`config.mk`:
```
export PLATFORM = sky130hd
export DESIGN_NAME = note_scheduler
export DESIGN_NICKNAME = d
export VERILOG_FILES = /design/src/rtl/note_scheduler.sv
export SDC_FILE = /design/constraint.sdc
export NUM_CORES = 1
export LEC_CHECK = 0
export ABC_AREA = 1
export ABC_CLOCK_PERIOD_IN_PS = 9000
export CORE_MARGIN = 2
export CORE_UTILIZATION = 50
export CTS_CLUSTER_SIZE = 28
export DETAILED_ROUTE_END_ITERATION = 8
export PLACE_DENSITY = 0.82
export SKIP_LAST_GASP = 1
export SLEW_MARGIN = 20
export SYNTH_ARGS = -nofsm -noshare
export SYNTH_HDL_FRONTEND = slang
export SYNTH_SLANG_ARGS = --single-unit
export TNS_END_PERCENT = 100
```
`constraint.sdc`:
```
create_clock -name frame_clk -period 9 [get_ports frame_clk]
set_input_delay 2.25 -clock frame_clk [delete_from_list [all_inputs] [get_ports frame_clk]]
set_output_delay 2.25 -clock frame_clk [all_outputs]
set_load 0.1 [all_outputs]
```
`src/rtl/note_scheduler.sv`:
```
// Chart-driven scheduler: spawns due chart notes onto the lowest free dropper slot and tallies score/combo.
// Optional max_combo tracking is built only when SCHED_MAX_COMBO_EN is defined; otherwise max_combo reads 0.
module note_scheduler #(
    parameter int NUM_SLOTS = 8,
    parameter int CHART_AW  = 6
) (
    input  logic                   frame_clk,
    input  logic                   Reset,
    input  logic [7:0]             keycode,
    input  logic [7:0]             keycode_second,
    output logic [CHART_AW-1:0]    chart_addr,
    input  logic [15:0]            chart_data,
    output logic [NUM_SLOTS-1:0]   slot_spawn,
    output logic [2*NUM_SLOTS-1:0] slot_lane,
    input  logic [NUM_SLOTS-1:0]   slot_done,
    input  logic [NUM_SLOTS-1:0]   slot_hit,
    output logic                   playing,
    output logic                   game_over,
    output logic [15:0]            score,
    output logic [7:0]             combo,
    output logic [7:0]             max_combo
);

    typedef enum logic [1:0] {IDLE, RUN, DONE} state_t;

    state_t                 state, state_nxt;
    logic [11:0]            frame_cnt;
    logic                   wrapped;
    logic [NUM_SLOTS-1:0]   busy, busy_nxt, alloc, done_ok;
    logic                   start, key_start, key_quit, end_of_chart, due;
    logic [4:0]             hits, misses;
    logic [16:0]            score_sum;
    logic [8:0]             combo_sum;
    logic [15:0]            score_nxt;
    logic [7:0]             combo_nxt;
    logic                   unused_chart_bit;

    assign unused_chart_bit = chart_data[14];

    assign key_start    = (keycode == 8'h2c) || (keycode_second == 8'h2c);
    assign key_quit     = (keycode == 8'h01) || (keycode_second == 8'h01);
    assign done_ok      = slot_done & busy;
    assign end_of_chart = chart_data[15] | wrapped;
    assign due          = !end_of_chart && (chart_data[13:2] <= frame_cnt);
    assign busy_nxt     = (busy & ~done_ok) | alloc;
    assign playing      = (state == RUN);
    assign game_over    = (state == DONE);

    always_comb begin
        state_nxt = state;
        alloc     = '0;
        start     = 1'b0;
        case (state)
            IDLE: begin
                if (key_start) begin
                    state_nxt = RUN;
                    start     = 1'b1;
                end
            end
            RUN: begin
                // Scan downward so the lowest free index wins.
                if (due) begin
                    for (int i = NUM_SLOTS - 1; i >= 0; i--) begin
                        if (!busy[i]) begin
                            alloc    = '0;
                            alloc[i] = 1'b1;
                        end
                    end
                end
                if (end_of_chart && ((busy & ~done_ok) == '0))
                    state_nxt = DONE;
            end
            DONE: begin
                if (key_quit)
                    state_nxt = IDLE;
            end
            default: state_nxt = IDLE;
        endcase
    end

    always_comb begin
        hits   = '0;
        misses = '0;
        for (int i = 0; i < NUM_SLOTS; i++) begin
            hits   = hits   + {4'b0, done_ok[i] &  slot_hit[i]};
            misses = misses + {4'b0, done_ok[i] & ~slot_hit[i]};
        end
        score_sum = {1'b0, score} + {12'b0, hits};
        combo_sum = {1'b0, combo} + {4'b0, hits};
        score_nxt = score_sum[16] ? 16'hFFFF : score_sum[15:0];
        if (misses != '0)
            combo_nxt = 8'h00;
        else
            combo_nxt = combo_sum[8] ? 8'hFF : combo_sum[7:0];
    end

    always_ff @(posedge frame_clk) begin
        if (Reset)
            state <= IDLE;
        else
            state <= state_nxt;
    end

    always_ff @(posedge frame_clk) begin
        if (Reset) begin
            chart_addr <= '0;
            frame_cnt  <= '0;
            wrapped    <= 1'b0;
            busy       <= '0;
            slot_spawn <= '0;
            slot_lane  <= '0;
            score      <= '0;
            combo      <= '0;
        end else begin
            slot_spawn <= alloc;
            if (start) begin
                chart_addr <= '0;
                frame_cnt  <= '0;
                wrapped    <= 1'b0;
                busy       <= '0;
                slot_lane  <= '0;
                score      <= '0;
                combo      <= '0;
            end else begin
                busy  <= busy_nxt;
                score <= score_nxt;
                combo <= combo_nxt;
                if (state == RUN && frame_cnt != 12'hFFF)
                    frame_cnt <= frame_cnt + 12'd1;
                if (alloc != '0) begin
                    chart_addr <= chart_addr + 1'b1;
                    if (chart_addr == '1)
                        wrapped <= 1'b1;
                end
                for (int i = 0; i < NUM_SLOTS; i++) begin
                    if (alloc[i])
                        slot_lane[2*i +: 2] <= chart_data[1:0];
                end
            end
        end
    end

`ifdef SCHED_MAX_COMBO_EN
    always_ff @(posedge frame_clk) begin
        if (Reset || start)
            max_combo <= 8'h00;
        else if (combo_nxt > max_combo)
            max_combo <= combo_nxt;
    end
`else
    assign max_combo = 8'h00;
`endif

endmodule

```
==> impl_metrics.csv <==
group,metric,value,unit
floorplan,die_y,97.1,um
final_layout,n_fill_cell,694,
worst_setup_path,worstSetupPathType,"in -> reg",
logic_synthesis,ys_types,38,
floorplan,die_w,97.1,um
route,wl,10400,um
clock_tree,cts_max_level,3,
clock_tree,post_cts_buffers,0,
clock_tree,clk_latency,0.36,ns
floorplan,rows,33,
clock_tree,ctsResizeCount,0,
route,vias,4116,
grt,grt_pass1_vias,4037,
timing,hold_viol,0,
worst_setup_path,cp_max_fo,11,
worst_setup_path,end_kind,"flop",
hold_path,hp-class,"reg -> reg",
pwr,total_power,0.673,mW
logic_synthesis,syn_area_per_cell,7.44,um2
clock_tree,cts_sinks,77,
timing,fin_setup_tns,0,ns
timing,clock_skew,0.0157,ns
final_layout,layout-drive-gt1-share,0.0504,
clock_tree,clock_path_buffers,2,
worst_setup_path,crit_slowest_cell,"fa_1",
route,drt_iter0_drc,133,
final_layout,diodes,0,
worst_setup_path,start_kind,"input port",
pwr,irDropWorstVdd,0.0000824,V
logic_synthesis,netlist_area,0.00434,mm2
final_layout,area_growth_syn_to_layout,30.2,%
final_layout,fin_nets,778,
job,drv_cap,0,
timing,grt_setup_unrepaired,"no",
timing,fin_crit,6.93,ns
placement,io_buffers,104,
timing,fmax,144,MHz
route,post_drt_wl_per_cell,12.9,um
route,detail_route.vias_per_cell,5.15,
hold_path,hold-path-cell-count,2,
floorplan,pin_count,114,
worst_setup_path,crit_path_max_incr_delay,0.56,ns
grt,track_usage,0.225,
pwr,p_leak,2.40,nW
grt,grt_pass1_wl,17900,um
floorplan,dieArea,0.00943,mm2
worst_setup_path,r2r_setup_slack,4.07,ns
logic_synthesis,syn_inst,583,
clock_tree,cts_buffers,9,
floorplan,core_area,0.00830,mm2
placement,routabilityCongestion,0.835,
logic_synthesis,yosys_warnings,0,
route,dr.pass1.iters,5,
floorplan,start_util,0.522,
logic_synthesis,synth-seq-cells,77,
clock_tree,cts_tree,"built",
grt,grt_max_degree,40,
worst_setup_path,worst-r2r-cell-count,19,
logic_synthesis,seq_area_frac_synth,0.356,
worst_setup_path,crit_path_frequent_cell,"inv_1",
grt,antenna_found_initial,0,
final_layout,mostFrequentLayoutCells,"104 x inv_1, 104 x clkdlybuf4s50_1, 82 x nand2_1",
grt,grt_remaining_overflow,0,
placement,dp_hpwl,7960,um
clock_tree,cts-root-buf,"clkbuf_8",
run_status,status,"complete, no violations",
timing,slew_headroom,0.328,
worst_setup_path,cp.required,9.30,ns
clock_tree,clk_pin_slew,0.09,ns
timing,fin_crit_sh,0.770,
worst_setup_path,cp_data_arrival_time,7.23,ns
clock_tree,hold_buffers,0,
route,post-route-drc-count,0,
pwr,power_density,119,mW/mm2
route,ant_nets,0,
worst_setup_path,crit_chain,"clkdlybuf4s50_1, and3_1, fa_1, inv_1, fa_1, fa_1, inv_1, ha_1, fa_1, inv_1, fa_1, inv_1, a31oi_1, nor2_2, nand3_1, nor2_2, nand2_1, inv_1, o21ai_0, inv_1",
timing,worst_pin_slew,1.00,ns
timing,maxSlewViolCount,0,
timing,setup_viol,0,
-- area by class of cell --
class	count	area (um2)	share of cell area
clock inverters	7	80.1	0.0142
clock buffers	9	124	0.0219
inverters	104	390	0.0692
well taps	105	131	0.0233
multi-input cells	393	2330	0.413
flip-flops and latches	77	1540	0.273
repair buffers	105	1050	0.186
-- sequential cells by signal (all words and copies together), names as in the netlist --
name        flops
busy            8
chart_addr      6
combo           8
frame_cnt      12
score          16
slot_lane      16
slot_spawn      8
state           2
wrapped         1
-- stage by stage --
step           utilization  worst slack (ns)  area [um2]  hold WS (ns)  std cells
2_1_floorplan            -              2.52        4360         0.435        590
3_3_place_gp         0.656              1.78        5440         0.437        784
3_5_place_dp         0.656              1.71        5440         0.443        784
4_1_cts              0.680              2.05        5640         0.456        800
5_1_grt              0.680              1.68        5640         0.476        800
6_report             0.680              2.07        5640         0.450        800
-- power breakdown --
group	switching, mW	internal, mW	total, mW
clock network	0.139	0.132	0.271
registers	0.0000916	0.340	0.341
logic	0.0363	0.0251	0.0614
-- metal layers --
layer	share of wire	global-route usage	wire [um]	vias to the layer above
met4	0.016	0.0618	162	0
li1	-	-	-	2078
met1	0.44	0.279	4530	1895
met2	0.49	0.396	5030	125
met5	0	0	0	-
met3	0.062	0.0475	641	18
-- cell families after synthesis --
group,count (synthesis),share of synthesized area
compound gates,102,0.129
xor+xnor,19,0.0384
fa+ha+maj,38,0.127
buf+inv,120,0.113
flops,77,0.356
other cells,1,0.000865
simple gates,226,0.235
-- worst max-delay path, delay by kind of cell --
| family | cells | cell delay [ns] |
|---|---|---|
| AOI/OAI and AO/OA | 2 | 0.22 |
| buffers and inverters | 7 | 0.95 |
| adders and majority gates | 6 | 2.81 |
| and+or+nand+nor | 5 | 1.01 |
-- worst paths after layout --
kind	startpoint	end
setup reg to reg	busy[0]	score[5]
hold / removal	slot_lane[9]	slot_lane[9]
setup / recovery	slot_done[0]	score[5]
hold reg to reg	slot_lane[9]	slot_lane[9]
-- cells in the mapped netlist --
cell	instances	area (um2)
nand3_1	26	130
inv_1	104	390
buf_2	3	15.0
buf_1	1	3.75
a21oi_1	49	245
xor2_1	14	123
nor3_1	20	100
o41ai_1	1	8.76
nand2_1	82	308
nor2_1	59	221
nand2_2	4	25.0
a31oi_1	3	18.8
ha_1	28	350
and2_1	1	6.26
a21oi_4	1	16.3
nand3_2	1	10.0
or2_2	4	25.0
a21o_2	1	8.76
buf_4	10	75.1
nor2_4	1	11.3
o21bai_1	2	15.0
nand3b_1	4	30.0
fa_1	10	200
dfxtp_1	77	1540
o31ai_1	1	7.51
a211oi_1	4	30.0
conb_1	1	3.75
o211ai_1	4	30.0
and3_1	3	18.8
nor4_1	2	12.5
nor3_2	1	10.0
xnor2_1	5	43.8
or2_1	1	6.26
nor2_2	5	31.3
clkbuf_1	2	7.51
nand4_1	12	75.1
o21ai_0	34	170
o21ai_1	2	10.0
No activity file was read; power rests on OpenSTA's default activity.
